==> config.mk <==
export PLATFORM = sky130hd
export DESIGN_NAME = bp_me_cache_pkt_arbiter
export DESIGN_NICKNAME = d
export VERILOG_FILES = /design/src/rtl/bp_me_cache_pkt_arbiter.sv
export SDC_FILE = /design/constraint.sdc
export NUM_CORES = 1
export LEC_CHECK = 0
export ABC_AREA = 1
export BUFFER_PORTS_ARGS = -buffer_cell sky130_fd_sc_hd__buf_2
export CAP_MARGIN = 20
export CORE_AREA = 4 4 205 207
export CTS_CLUSTER_DIAMETER = 80
export DETAILED_ROUTE_END_ITERATION = 10
export DIE_AREA = 0 0 209 211
export PLACE_DENSITY_LB_ADDON = 0.2
export SLEW_MARGIN = 20
export SYNTH_ARGS = -nofsm -noshare
export SYNTH_HDL_FRONTEND = slang
export SYNTH_SLANG_ARGS = --single-unit
==> constraint.sdc <==
create_clock -name clk_i -period 2.06 [get_ports clk_i]
set_input_delay 0.412 -clock clk_i [delete_from_list [all_inputs] [get_ports clk_i]]
set_output_delay 0.412 -clock clk_i [all_outputs]
set_load 0.01 [all_outputs]
==> src/rtl/bp_me_cache_pkt_arbiter.sv <==
// Two-requester arbiter in front of a bsg_cache, with a tag FIFO that routes in-order responses back.
// Define BP_ME_CACHE_ARB_FIXED_PRIO_EN for fixed priority (requester 0 wins); default is round-robin.
module bp_me_cache_pkt_arbiter #(
  parameter int unsigned pkt_width_p  = 128,
  parameter int unsigned data_width_p = 64,
  parameter int unsigned tag_els_p    = 4
) (
  input  logic                         clk_i,
  input  logic                         reset_i,

  input  logic [1:0][pkt_width_p-1:0]  req_pkt_i,
  input  logic [1:0]                   req_v_i,
  output logic [1:0]                   req_yumi_o,

  output logic [pkt_width_p-1:0]       cache_pkt_o,
  output logic                         cache_pkt_v_o,
  input  logic                         cache_pkt_ready_i,

  input  logic [data_width_p-1:0]      cache_data_i,
  input  logic                         cache_v_i,
  output logic                         cache_yumi_o,

  output logic [data_width_p-1:0]      resp_data_o,
  output logic [1:0]                   resp_v_o,
  input  logic [1:0]                   resp_yumi_i,

  output logic                         err_unexpected_resp_o
);

  localparam int unsigned ptr_w_lp = (tag_els_p > 1) ? $clog2(tag_els_p) : 1;
  localparam int unsigned cnt_w_lp = ptr_w_lp + 1;
  localparam logic [ptr_w_lp-1:0] ptr_max_lp  = ptr_w_lp'(tag_els_p - 1);
  localparam logic [cnt_w_lp-1:0] cnt_full_lp = cnt_w_lp'(tag_els_p);

  logic [tag_els_p-1:0] tags_q, tags_d;
  logic [ptr_w_lp-1:0]  wr_ptr_q, wr_ptr_d;
  logic [ptr_w_lp-1:0]  rd_ptr_q, rd_ptr_d;
  logic [cnt_w_lp-1:0]  cnt_q, cnt_d;
  logic                 err_q, err_d;
`ifndef BP_ME_CACHE_ARB_FIXED_PRIO_EN
  logic                 last_q, last_d;
`endif

  logic full, empty, grant, winner, head, resp_v, push, pop;

  function automatic logic [ptr_w_lp-1:0] ptr_inc(input logic [ptr_w_lp-1:0] p);
    return (p == ptr_max_lp) ? '0 : p + 1'b1;
  endfunction

  always_comb begin
    full  = (cnt_q == cnt_full_lp);
    empty = (cnt_q == '0);
    grant = ~reset_i & cache_pkt_ready_i & ~full & (|req_v_i);

`ifdef BP_ME_CACHE_ARB_FIXED_PRIO_EN
    winner = ~req_v_i[0];
`else
    // On contention the requester that did not win last time goes next.
    winner = (&req_v_i) ? ~last_q : req_v_i[1];
`endif

    req_yumi_o         = '0;
    req_yumi_o[winner] = grant;
    cache_pkt_v_o      = grant;
    cache_pkt_o        = req_pkt_i[winner];

    head             = tags_q[rd_ptr_q];
    resp_v           = ~reset_i & cache_v_i & ~empty;
    resp_v_o         = '0;
    resp_v_o[head]   = resp_v;
    cache_yumi_o     = resp_v & resp_yumi_i[head];
    resp_data_o      = cache_data_i;

    err_unexpected_resp_o = err_q;
  end

  always_comb begin
    push = grant;
    pop  = cache_yumi_o;

    tags_d = tags_q;
    if (push) tags_d[wr_ptr_q] = winner;

    wr_ptr_d = push ? ptr_inc(wr_ptr_q) : wr_ptr_q;
    rd_ptr_d = pop  ? ptr_inc(rd_ptr_q) : rd_ptr_q;

    cnt_d = cnt_q;
    unique case ({push, pop})
      2'b10:   cnt_d = cnt_q + 1'b1;
      2'b01:   cnt_d = cnt_q - 1'b1;
      default: cnt_d = cnt_q;
    endcase

    err_d = err_q | (cache_v_i & empty);
`ifndef BP_ME_CACHE_ARB_FIXED_PRIO_EN
    last_d = push ? winner : last_q;
`endif
  end

  always_ff @(posedge clk_i or posedge reset_i) begin
    if (reset_i) begin
      tags_q   <= '0;
      wr_ptr_q <= '0;
      rd_ptr_q <= '0;
      cnt_q    <= '0;
      err_q    <= 1'b0;
`ifndef BP_ME_CACHE_ARB_FIXED_PRIO_EN
      last_q   <= 1'b1;
`endif
    end else begin
      tags_q   <= tags_d;
      wr_ptr_q <= wr_ptr_d;
      rd_ptr_q <= rd_ptr_d;
      cnt_q    <= cnt_d;
      err_q    <= err_d;
`ifndef BP_ME_CACHE_ARB_FIXED_PRIO_EN
      last_q   <= last_d;
`endif
    end
  end

endmodule

* Word-level counts from Yosys, hierarchy flattened
Cells that the tools add are included.
Widths: inputs -> output; s select.
** Storage, ports and cells
- Bits in latches :: 0
- Register bits after elaboration :: 13
- Memories kept :: 0
- Output and inout port bits :: 199
- RAM bits :: 0
- Memory bits (read-only) :: 0
** Operators by class
- Multiply operators :: 0
- $lt $le $gt $ge :: 7
- Equal/unequal tests :: 5
- Muxes and demuxes :: 17
- Div/mod/pow operators :: 0
- Bitwise logic cells :: 14
- Reduce and logical (&&, ||, !) cells :: 7
- Add/subtract/negate cells :: 4
- Shift-type cells :: 0
** Operator list (count)
- $mux 128 :: 2
- $and 1x1->1 :: 7
- $mux 1 :: 7
- $eq 2x2->1 const B :: 3
- $lt 2x3->1 const B :: 2
- $pmux 3 s2 :: 1
- $add 2x1->2 const B :: 2
- $and 2x2->2 :: 2
- $bwmux 4 :: 1
- $lt 1x2->1 const B :: 2
- $mux 2 :: 2
- $not 1->1 :: 4
- $add 3x1->3 const B :: 1
- $eq 3x3->1 const B :: 1
- $logic_and 1x1->1 :: 3
- $logic_not 3->1 :: 1
- $sub 3x1->3 const B :: 1
- $bmux 1 s2 :: 1
- $demux 1 s1 :: 2
- $demux 1 s2 :: 1
- $eq 2x1->1 const B :: 1
- $ge 1x1->1 const B :: 2
- $ge 2x1->1 const B :: 1
- $reduce_and 2->1 :: 1
- other kinds (3) :: 3

* Longest topological paths before layout
- Word-level depth :: 7
- Mapped depth :: 13

* Worst setup path after synthesis
Ideal clock, no wire load.
- Path kind :: input -> register
- Start point :: input reset_i
- End point :: register cnt_q[2]
- Stages :: 11
- Required time :: 1929 ps
- Path slack :: -382 ps
- Setup time :: 131 ps
- Arrival time :: 2311 ps
- Path through :: inv_1 nand2_1 a21oi_1 nand3_1 nand2_1 ha_1 inv_1 fa_1 a21oi_1 o21ai_0 xor2_1
** Between the ends
- Word-level cells in the longest chain between the ends :: 6
** Ends and longest elaborated chain
- start, declared :: line 9 : input logic reset_i,
- $not 1->1 * :: line 68 : resp_v = ~reset_i & cache_v_i & ~empty;
- $and 1x1->1 * (2 in a row) :: line 68
- $and 1x1->1 * :: line 71 : cache_yumi_o = resp_v & resp_yumi_i[head];
- named net cache_yumi_o :: line 21 : output logic cache_yumi_o,
- $eq 2x1->1 or $eq 2x2->1 (tied branches) :: line 88 : unique case ({push, pop})
- $pmux 3 s2 or $reduce_bool 2->1 (tied branches)
- end signal, assigned :: line 114 : cnt_q <= cnt_d;
- end, declared :: line 38 : logic [cnt_w_lp-1:0] cnt_q, cnt_d;
The timed path passes the listed nets; every way through them passes the cells marked *.
A chain may end at the register's enable or synchronous reset.

* Final worst setup path
- Start point :: register last_q
- End point :: output cache_pkt_o[127]
** Between the ends
- Word-level cells in the longest chain between the ends :: 4
** Ends and longest elaborated chain
- start, declared :: line 41 : logic last_q, last_d;
- start signal, assigned :: line 117 : last_q <= last_d;
- $not 1->1 :: line 59 : winner = (&req_v_i) ? ~last_q : req_v_i[1];
- $mux 1 :: line 59
- $mux 128 (implied by the code) (2 in a row) :: line 65 : cache_pkt_o = req_pkt_i[winner];
- end, declared :: line 15 : output logic [pkt_width_p-1:0] cache_pkt_o,
Every way passes these cells. The select of a mux whose other input is x is not followed.

==> flow_summary_export.csv <==
group,metric,value,unit
clocking,root_buffer,"clkbuf_16",
worst_setup_path,reg2regPathDepth,13,
global_route,antenna_found_initial,0,
sta,final.setup_skew,0.002961,ns
synthesis,syn_inst,305,
hold_path,hold_path_class,"input port to async pin",
worst_setup_path,critPathMaxStageDelay,0.55,ns
floorplan,rows,74,
clocking,cts_hold_buf,0,
synthesis,synth_seq_area_share,10.71,%
synthesis,syn_nets,640,
global_route,grt_max_degree,18,
place,portBuffers,398,
final_layout,antenna_cells,0,
floorplan,io_pins,527,
floorplan,dieArea,44100,um2
synthesis,synth-xor-area-share,0.5747,%
clocking,cts_tree,"yes",
sta,worst_pin_slew,0.2242,ns
floorplan,die_x,209,um
routing,drtAntennaViolNets,0,
sta,rsz0062_at_grt,"true",
routing,drt_iter0_drc,79,
worst_setup_path,crit_required,1.65,ns
synthesis,syn_area,3048,um2
synthesis,synth_area_leaders,"mux2_4 32%, mux2_2 23%, buf_4 16%, dfrtp_1 9.9%, nand2_1 3.8%",
sta,fmax,458.7,MHz
synthesis,synth-compound-area-share,2.094,%
outcome,status,"finished with violations",
clocking,clk_latency,0.24,ns
sta,slew_headroom,85.04,%
clocking,clkSlewWorstSetupHoldPaths,0.05,ns
worst_setup_path,crit_arrival,1.77,ns
routing,wl_per_cell,12.82,um
global_route,grt-ovfl-total,0,
sta,layout_min_cycle_time,2.180,ns
final_layout,drive_above_1_share,87.85,%
pwr,max-vdd-ir-drop,323.7,uV
floorplan,start_util,7.550,%
worst_setup_path,timing.rr.start,"rd_ptr_q[0]$_DFFE_PP0P_",
worst_setup_path,crit_type,"flip-flop to primary output",
routing,drc,0,
global_route,grt_use_total,6.054,%
synthesis,yosysMostFrequentCell,"mux2_4",
job,drv_cap,0,
pwr,p_per_area,609.2,nW/um2
synthesis,postSynthAreaPerCell,9.993,um2
worst_setup_path,r2r-end,"cnt_q[2]$_DFFE_PP0P_",
floorplan,die_y,211,um
sta,finalMaxSlewViolations,0,
synthesis,yosys_most_used_dff,"dfrtp_1",
global_route,grt_pass1_vias,3960,
worst_setup_path,rrSetupSlack,0.10,ns
synthesis,synth-edff-count,0,
sta,fin_crit_sh,105.8,%
synthesis,yosysTopAreaCellShare,32.02,%
sta,setup_ws,-0.1202,ns
routing,via_per_inst,3.063,
synthesis,synth_fa_ha_area_share,3.120,%
synthesis,yosys.area.top_type,"mux2_4",
worst_setup_path,cp-end-kind,"primary output",
final_layout,final_nets,1011,
routing,vias,3697,
worst_setup_path,crit_path_max_fanout,11,
synthesis,synth_top_family_by_area,"multiplexers",
synthesis,ys_ff_latch,13,
place,hpwl,13.16,mm
place,place_congestion,0.8007,
clocking,h-tree-depth,1,
worst_setup_path,path_cells,"nand2_4 -> nand2_8 -> buf_12 -> buf_4 -> mux2_2 -> buf_2",
worst_setup_path,crit_end,"cache_pkt_o[127]",
pwr,power.leakage,3.361,nW
synthesis,muxShareOfSynthArea,55.30,%
worst_setup_path,crit_slowest_cell,"dfstp_2",
sta,timing.hold.ws,0.2861,ns
routing,routed_wl,15.48,mm
synthesis,synthSimpleGateAreaFrac,6.897,%
final_layout,fin_util,15.55,%
floorplan,core_area,40370,um2
routing,dr.pass1.iters,4,
synthesis,ys_top_cells_by_count,"65 x mux2_4, 64 x buf_4, 63 x mux2_2",
sta,setup_viol,122,
clocking,clock_sinks,13,
sta,hold_violations,0,
clocking,cts_buffers,3,
clocking,cts_buffer_depth,2,
synthesis,yosys_warnings,0,
worst_setup_path,startpoint,"last_q$_DFFE_PP1P_",
synthesis,async_reset_ff_share,100.0,%
synthesis,yosysUniqueCellTypes,20,
outcome,violations,"setup timing",
final_layout,area_growth,105.9,%
worst_setup_path,setup.worst_path.start_class,"flip-flop",
global_route,grt_pass1_wl,21.18,mm
where the power goes:
group	total, mW	internal, mW	switching [mW]
clock network	0.376	0.262	0.114
registers	0.487	0.384	0.104
logic	2.96	1.73	1.23
total	3.82	2.38	1.45
cell type report:
cell class                      instances  area [um2]
Sequential cell                        13       326.6
Inverter                               13       52.55
Multi-Input combinational cell        201        2240
Fill cell                            4620       34090
Tap cell                              532       665.6
Clock buffer                            4       78.83
Timing Repair Buffer                  444        2913
worst min-delay path by stage:
stage	depth (start not counted)	startpoint	slack, ns	end
after floorplan	1	reset_i	0.23	cnt_q[0]$_DFFE_PP0P_
after global placement	2	tags_q[0]$_DFFE_PP0P_	0.48	tags_q[0]$_DFFE_PP0P_
after detailed placement	2	tags_q[0]$_DFFE_PP0P_	0.49	tags_q[0]$_DFFE_PP0P_
after CTS	4	reset_i	0.30	cnt_q[2]$_DFFE_PP0P_
after global routing	4	reset_i	0.32	wr_ptr_q[1]$_DFFE_PP0P_
final	4	reset_i	0.29	cnt_q[2]$_DFFE_PP0P_
per-layer routing:
metal | part of all wire (%) | GRT usage (%) | routed length (um) | up-vias
met5 | 0 | 0 | 0 | -
met4 | 1.2 | 1.035 | 192 | 0
met2 | 48 | 11.20 | 7430 | 366
met1 | 35 | 6.140 | 5451 | 1597
li1 | - | - | - | 1726
met3 | 16 | 3.238 | 2401 | 8
cell usage in the layout (no fill, tap or decap), types with 3 or more instances in the layout:
master and n:
buf_2 338, mux2_4 89, buf_6 64, mux2_2 39, buf_4 28, nand2_1 27
dfrtp_1 12, inv_1 9, nor2_1 9, o21ai_0 7, nand3_1 7, clkbuf_16 6
ha_1 5, buf_12 5, buf_8 4, inv_2 3, nand3_2 3
logic make-up (layout without fill, tap and decap cells):
group / after synthesis / in the layout
fa+ha+maj: 7 / 7
xor+xnor: 2 / 2
simple gates: 52 / 52
mux: 128 / 128
compound gates: 12 / 12
flops: 13 / 13
buf+inv: 91 / 461
state kept, by name, indices dropped and copies added, names as in the netlist:
name                   count
cnt_q                      3
err_unexpected_resp_o      1
last_q                     1
rd_ptr_q                   2
tags_q                     4
wr_ptr_q                   2
per-stage QoR:
step | worst slack, ns | cells | instance area [um2] | setup TNS [ns] | power (mW)
after floorplan | -0.03518 | 305 | 3088 | -0.03518 | 2.041
after global placement | -0.1365 | 1191 | 5477 | -0.1410 | 2.991
after detailed placement | -0.1508 | 1191 | 5477 | -0.1852 | 2.961
after CTS | -0.1732 | 1202 | 6135 | -16.00 | 3.778
after global routing | -0.2084 | 1207 | 6276 | -19.05 | 4.135
final | -0.1202 | 1207 | 6276 | -10.29 | 3.823
timing repair:
action                                  CTS  global route
pin swaps                                 1             2
endpoints found under the setup margin  128           129
gates resized for setup                  90            21
cloned                                    2             3
setup buffers                             5             4
worst max-delay path: cells and delay by family (launching register included):
kind | cells | cell delay, ns
simple gates | 2 | 0.19
mux | 1 | 0.32
buf+inv | 3 | 0.45
flops | 1 | 0.55
Note: power is estimated with default switching activity, not from simulation.
